--- src/rtl/keypad_scanner_if.sv ---
// Keypad matrix and key-code signal bundle.
// The scanner owns the master side: it senses rows and drives columns plus
// the accepted-key outputs. The slave side belongs to the matrix and consumer.
interface keypad_scanner_if;
  logic [3:0] row_sense;   // active-low rows, pulled up, asynchronous to clk
  logic [3:0] col_drive;   // active-low columns, exactly one low at a time
  logic [3:0] keypad;      // accepted key {row, col} or the idle code
  logic       key_valid;   // one-cycle pulse when a new key is accepted
  logic       key_held;    // high while the accepted key is down

  modport master (
    input  row_sense,
    output col_drive,
    output keypad,
    output key_valid,
    output key_held
  );

  modport slave (
    output row_sense,
    input  col_drive,
    input  keypad,
    input  key_valid,
    input  key_held
  );
endinterface

--- src/rtl/keypad_scanner.sv ---
// 4x4 keypad scanner with press and release debouncing.
// Columns are walked one at a time. A low row at the end of a column dwell
// starts a press debounce on that single {row, col} crosspoint. Once a key
// is accepted, only that crosspoint is watched until its release is debounced.
module keypad_scanner #(
  parameter int unsigned SCAN_DIV     = 100,
  parameter int unsigned DEBOUNCE_CNT = 1000,
  parameter logic [3:0]  IDLE_CODE    = 4'b0000
) (
  input logic              clk,
  input logic              rst_n,
  keypad_scanner_if.master kp
);

  typedef enum logic [1:0] {
    SCAN       = 2'd0,
    PRESS_DB   = 2'd1,
    PRESSED    = 2'd2,
    RELEASE_DB = 2'd3
  } state_t;

  localparam logic [15:0] DWELL_LAST = 16'(SCAN_DIV - 1);
  localparam logic [15:0] DEB_TERM   = 16'(DEBOUNCE_CNT);

  // Column drive pattern for a column index: that column low, others high.
  function automatic logic [3:0] col_mask(input logic [1:0] c);
    return ~(4'b0001 << c);
  endfunction

  // Lowest-indexed low row; only meaningful when at least one row is low.
  function automatic logic [1:0] lowest_low(input logic [3:0] rows);
    logic [1:0] r;
    r = 2'd0;
    for (int i = 3; i >= 0; i--) begin
      if (!rows[i]) r = 2'(i);
    end
    return r;
  endfunction

  logic [3:0]  sync1_q, sync1_d;
  logic [3:0]  sync2_q, sync2_d;
  state_t      state_q, state_d;
  logic [1:0]  col_q, col_d;
  logic [1:0]  row_q, row_d;
  logic [15:0] dwell_q, dwell_d;
  logic [15:0] deb_q, deb_d;
  logic [3:0]  col_drive_q, col_drive_d;
  logic [3:0]  keypad_q, keypad_d;
  logic        key_valid_q, key_valid_d;
  logic        key_held_q, key_held_d;

  logic [3:0]  row_s;
  logic        row_hit;
  logic [1:0]  col_next;
  logic [15:0] deb_inc;

  assign row_s    = sync2_q;
  assign row_hit  = ~row_s[row_q];
  assign col_next = col_q + 2'd1;
  assign deb_inc  = (deb_q >= DEB_TERM) ? deb_q : deb_q + 16'd1;

  // Next-state logic: scanning, debouncing and registered output updates.
  always_comb begin
    sync1_d     = kp.row_sense;
    sync2_d     = sync1_q;
    state_d     = state_q;
    col_d       = col_q;
    row_d       = row_q;
    dwell_d     = dwell_q;
    deb_d       = deb_q;
    col_drive_d = col_drive_q;
    keypad_d    = keypad_q;
    key_valid_d = 1'b0;
    key_held_d  = key_held_q;

    case (state_q)
      SCAN: begin
        if (dwell_q >= DWELL_LAST) begin
          if (row_s == 4'b1111) begin
            col_d       = col_next;
            dwell_d     = 16'd0;
            col_drive_d = col_mask(col_next);
          end else begin
            // Column stays driven; lowest row wins on multiple presses.
            row_d   = lowest_low(row_s);
            deb_d   = 16'd0;
            state_d = PRESS_DB;
          end
        end else begin
          dwell_d = dwell_q + 16'd1;
        end
      end

      PRESS_DB: begin
        if (row_hit) begin
          deb_d = deb_inc;
          if (deb_inc == DEB_TERM) begin
            state_d     = PRESSED;
            keypad_d    = {row_q, col_q};
            key_held_d  = 1'b1;
            key_valid_d = 1'b1;
          end
        end else begin
          // Bounce: give up on this key and resume on the next column.
          state_d     = SCAN;
          col_d       = col_next;
          dwell_d     = 16'd0;
          col_drive_d = col_mask(col_next);
        end
      end

      PRESSED: begin
        if (!row_hit) begin
          deb_d   = 16'd0;
          state_d = RELEASE_DB;
        end
      end

      RELEASE_DB: begin
        if (row_hit) begin
          state_d = PRESSED;
        end else begin
          deb_d = deb_inc;
          if (deb_inc == DEB_TERM) begin
            state_d     = SCAN;
            keypad_d    = IDLE_CODE;
            key_held_d  = 1'b0;
            col_d       = col_next;
            dwell_d     = 16'd0;
            col_drive_d = col_mask(col_next);
          end
        end
      end

      default: begin
        state_d = SCAN;
      end
    endcase
  end

  // State and output registers; reset discards any press in progress.
  always_ff @(posedge clk or negedge rst_n) begin
    if (!rst_n) begin
      sync1_q     <= 4'b1111;
      sync2_q     <= 4'b1111;
      state_q     <= SCAN;
      col_q       <= 2'd0;
      row_q       <= 2'd0;
      dwell_q     <= 16'd0;
      deb_q       <= 16'd0;
      col_drive_q <= 4'b1110;
      keypad_q    <= IDLE_CODE;
      key_valid_q <= 1'b0;
      key_held_q  <= 1'b0;
    end else begin
      sync1_q     <= sync1_d;
      sync2_q     <= sync2_d;
      state_q     <= state_d;
      col_q       <= col_d;
      row_q       <= row_d;
      dwell_q     <= dwell_d;
      deb_q       <= deb_d;
      col_drive_q <= col_drive_d;
      keypad_q    <= keypad_d;
      key_valid_q <= key_valid_d;
      key_held_q  <= key_held_d;
    end
  end

  assign kp.col_drive = col_drive_q;
  assign kp.keypad    = keypad_q;
  assign kp.key_valid = key_valid_q;
  assign kp.key_held  = key_held_q;

endmodule

--- src/flat_wrapper.sv ---
// flat-port wrapper written by rule: the top's interface ports become plain ports
module keypad_scanner_flat 
#(
  parameter int unsigned SCAN_DIV     = 100,
  parameter int unsigned DEBOUNCE_CNT = 1000,
  parameter logic [3:0]  IDLE_CODE    = 4'b0000
)
  (clk, rst_n, kp_row_sense, kp_col_drive, kp_keypad, kp_key_valid, kp_key_held);
  keypad_scanner_if kp_i ();
  input logic clk;
  input logic rst_n;
  input wire logic [$bits(kp_i.row_sense)-1:0] kp_row_sense;
  output wire logic [$bits(kp_i.col_drive)-1:0] kp_col_drive;
  output wire logic [$bits(kp_i.keypad)-1:0] kp_keypad;
  output wire logic [$bits(kp_i.key_valid)-1:0] kp_key_valid;
  output wire logic [$bits(kp_i.key_held)-1:0] kp_key_held;
  assign kp_i.row_sense = kp_row_sense;
  assign kp_col_drive = kp_i.col_drive;
  assign kp_keypad = kp_i.keypad;
  assign kp_key_valid = kp_i.key_valid;
  assign kp_key_held = kp_i.key_held;
  keypad_scanner #(.SCAN_DIV(SCAN_DIV), .DEBOUNCE_CNT(DEBOUNCE_CNT), .IDLE_CODE(IDLE_CODE)) u_core (.clk(clk), .rst_n(rst_n), .kp(kp_i));
endmodule
--- config.mk ---
export PLATFORM = sky130hd
export DESIGN_NAME = keypad_scanner_flat
export DESIGN_NICKNAME = d
export VERILOG_FILES = /design/src/rtl/keypad_scanner_if.sv /design/src/rtl/keypad_scanner.sv /design/src/flat_wrapper.sv
export SDC_FILE = /design/constraint.sdc
export NUM_CORES = 1
export LEC_CHECK = 0
export CAP_MARGIN = 20
export CORE_ASPECT_RATIO = 2
export CORE_MARGIN = 1.5
export CORE_UTILIZATION = 57
export CTS_CLUSTER_DIAMETER = 60
export DETAILED_ROUTE_END_ITERATION = 16
export GPL_TIMING_DRIVEN = 0
export PLACE_DENSITY = 0.85
export SLEW_MARGIN = 5
export SYNTH_ARGS = -nofsm -noshare
export SYNTH_HDL_FRONTEND = slang
export SYNTH_SLANG_ARGS = --single-unit
--- constraint.sdc ---
create_clock -name clk -period 7.3 [get_ports clk]
set_input_delay 1.095 -clock clk [delete_from_list [all_inputs] [get_ports clk]]
set_output_delay 1.095 -clock clk [all_outputs]
set_load 0.02 [all_outputs]
==> impl_metrics.tcl <==
set metrics [dict create \
    run_status "complete, no violations" \
    timing.slew.headroom_pct 40.4 \
    first_pass_iters 5 \
    placed_cell_area_sq_um 3160 \
    final_setup_violation_count 0 \
    synth_ff_type "sky130_fd_sc_hd__dfrtp_1" \
    critical_path_arrival_ns 3.37 \
    ys_warn_count 0 \
    grt_pass1_vias 2386 \
    core_area_sq_um 4910 \
    number_of_antenna_violations_at_the_first_check_in_global_routing 0 \
    final_hold_viol_count 0 \
    rows 36 \
    synth_async_sr_flop_share_pct 100 \
    final_cell_area_sq_um 3270 \
    design.die.area_sq_um 5590 \
    critical_r2r_launch "u_core.deb_q[13]" \
    drv_cap 0 \
    i_o_pin_count 16 \
    yosys-top-cells-count "sky130_fd_sc_hd__dfrtp_1, sky130_fd_sc_hd__nand2_1, sky130_fd_sc_hd__o21ai_0, sky130_fd_sc_hd__nor2_1, sky130_fd_sc_hd__nand3_1" \
    reg2reg_setup_slack_ns 4.17 \
    vias_per_cell 6.40 \
    p_leak_nw 1.40 \
    finalWeightedCongestion 0.951 \
    power-per-cell-area_nw_per_um2 158 \
    io_buffers 15 \
    insertedDiodeCount 0 \
    worstHoldPathType "flip-flop to flip-flop" \
    timing.final.crit_share_pct 42.9 \
    setup.worst_path.class "flip-flop to flip-flop" \
    dr_total_vias 2407 \
    worstSetupEndpoint "u_core.kp.col_drive[3]" \
    tightest_slew_ns 0.885 \
    final-max-slew-violation-count 0 \
    fillCellCount 401 \
    dp_hpwl_um 5150 \
    worst_setup_path_startpoint "u_core.deb_q[13]" \
    die_w_um 53.6 \
    min-delay-start "u_core.sync1_q[0]" \
    tritoncts.num_buffers 5 \
    layout-area-overhead-vs-synth_pct 11.9 \
    root_buf_cell "sky130_fd_sc_hd__clkbuf_8" \
    synth_fp_nets 307 \
    cts_tree "built" \
    path_clk_slew_ns 0.09 \
    ant_nets 0 \
    timing.final.crit_period_ns 3.13 \
    drive_gt1_share_pct 12.2 \
    global_route_wire_length_before_repair_um 11400 \
    synth_top_area_cell "sky130_fd_sc_hd__dfrtp_1" \
    critical_path.startpoint_type "flip-flop" \
    synthDominantCellAreaShare_pct 38.6 \
    wire_per_inst_um 18.6 \
    critical_path.reg2reg.endpoint "u_core.kp.col_drive[3]" \
    synth_area_sq_um 2920 \
    whs_path_depth 0 \
    drc_errors 0 \
    global_route.overflow_total 0 \
    fin_worst_hold_slack_ns 0.360 \
    cts_hold_buf 0 \
    layout.nets 331 \
    worstPathMaxFanout 10 \
    seqCellArea_sq_um 1420 \
    irDropWorstVdd_uv 173 \
    synth_enable_flop_cells 0 \
    tritoncts_num_sinks 56 \
    detailedRoute.firstIterationViolations 118 \
    finalWirelength_um 6990 \
    start_util_pct 59.5 \
    grt_setup_unrepaired "false" \
    ys_types 59 \
    synth_cells 294 \
    synth_seq_area_share_pct 48.5 \
    fp.dieH_um 104 \
    htree_levels 2 \
    worst_clock_skew_ns 0.00386 \
    endpoint_type_of_the_worst_setup_path "flip-flop" \
    clock_latency_ns 0.32 \
    yosys.cell_count.top_type "sky130_fd_sc_hd__dfrtp_1" \
    synthTopCellsByArea "sky130_fd_sc_hd__dfrtp_1, sky130_fd_sc_hd__dfstp_2, sky130_fd_sc_hd__nand2_1" \
    total_design_power_w 0.000517 \
    grt_max_degree 40 \
    clock.fmax_mhz 320 \
    multi_input_gate_area_sq_um 1390 \
    final.setup.tns_ns 0 \
    cts_resized 0 \
    synth-seq-cells 56 \
    longest_clk_path_bufs 2 \
    globalRouteTotalUtil_pct 28.4 \
    cp_data_required_time_ns 7.54 \
    cts_setup_buffers 0 \
    cell_depth_of_the_worst_flop_to_flop_path 9 \
    synth.avg_cell_area_sq_um 9.93 \
]
## worst min path at each step
stage / end / slack (ns)
after floorplan: u_core.row_s[0] / 0.35
after global placement: u_core.row_s[0] / 0.35
after detailed placement: u_core.row_s[0] / 0.35
after CTS: u_core.row_s[0] / 0.36
after global routing: u_core.row_s[0] / 0.37
final: u_core.row_s[0] / 0.36
## critical path, cell delays in order (launching register included)
cell and delay [ns]:
sky130_fd_sc_hd__dfrtp_1 0.42, sky130_fd_sc_hd__or4_1 0.61, sky130_fd_sc_hd__or4b_2 0.65, sky130_fd_sc_hd__nor4_1 0.25, sky130_fd_sc_hd__o21a_1 0.16, sky130_fd_sc_hd__or4_1 0.10, sky130_fd_sc_hd__buf_2 0.23, sky130_fd_sc_hd__a2bb2oi_2 0.21
sky130_fd_sc_hd__buf_6 0.19, sky130_fd_sc_hd__mux2i_1 0.23
## cells in the final DEF (no fill, tap or decap), types with 8 or more instances in the layout
cell type                         count
sky130_fd_sc_hd__inv_1               12
sky130_fd_sc_hd__o21ai_0             16
sky130_fd_sc_hd__dfstp_2             11
sky130_fd_sc_hd__nand3_1             14
sky130_fd_sc_hd__nor2_1              15
sky130_fd_sc_hd__a21oi_1              9
sky130_fd_sc_hd__and3_1              11
sky130_fd_sc_hd__clkdlybuf4s50_1     14
sky130_fd_sc_hd__dfrtp_1             45
sky130_fd_sc_hd__clkbuf_1             9
sky130_fd_sc_hd__nand2_1             29
sky130_fd_sc_hd__nor2b_1              9
sky130_fd_sc_hd__o21a_1               8
## metrics by stage
stage	setup WS (ns)	util, %	instances
3_3_place_gp	3.54	64.0	366
6_report	4.17	66.5	376
5_1_grt	3.96	66.5	376
2_1_floorplan	4.51	-	294
3_5_place_dp	4.20	64.4	368
4_1_cts	4.17	66.5	376
## final cells by class
type,instances,area share [%]
plain buffers,15,2.14
clock buffers,6,2.87
clock inverters,2,0.345
inverters,12,1.38
multi-input cells,211,42.6
flip-flops and latches,56,43.3
well taps,57,2.18
repair buffers,17,5.21
## metal layers
metal	global-route usage [%]	wire length [um]	vias up
li1	-	-	1119
met1	30.8	2500	1189
met2	48.7	3980	73
met3	4.31	195	26
met4	17.2	319	0
met5	0	0	-
## registers in the layout (all words and copies together), names as in the netlist, 2 cells and up, named ones only
name	flops
u_core.deb_q	16
u_core.dwell_q	16
u_core.kp.col_drive	4
u_core.kp.keypad	4
u_core.row_s	4
u_core.sync1_q	4
u_core.col_q	2
u_core.row_q	2
## cell families (layout without fill, tap and decap cells)
| family | count (synthesis) | after routing | synth area share, % |
|---|---|---|---|
| flops | 56 | 56 | 48.5 |
| buf+inv | 27 | 52 | 3.94 |
| xor+xnor | 2 | 2 | 0.600 |
| compound gates | 70 | 70 | 17.1 |
| fa+ha+maj | 7 | 7 | 3.00 |
| simple gates | 122 | 122 | 23.2 |
| mux | 10 | 10 | 3.68 |
## report_power, final
group	switching (W)	internal (W)
clock network	0.000101	0.0000881
logic	0.00000857	0.00000439
registers	0.00000129	0.000314
total	0.000110	0.000407
Power figures use the tool's default switching activity.
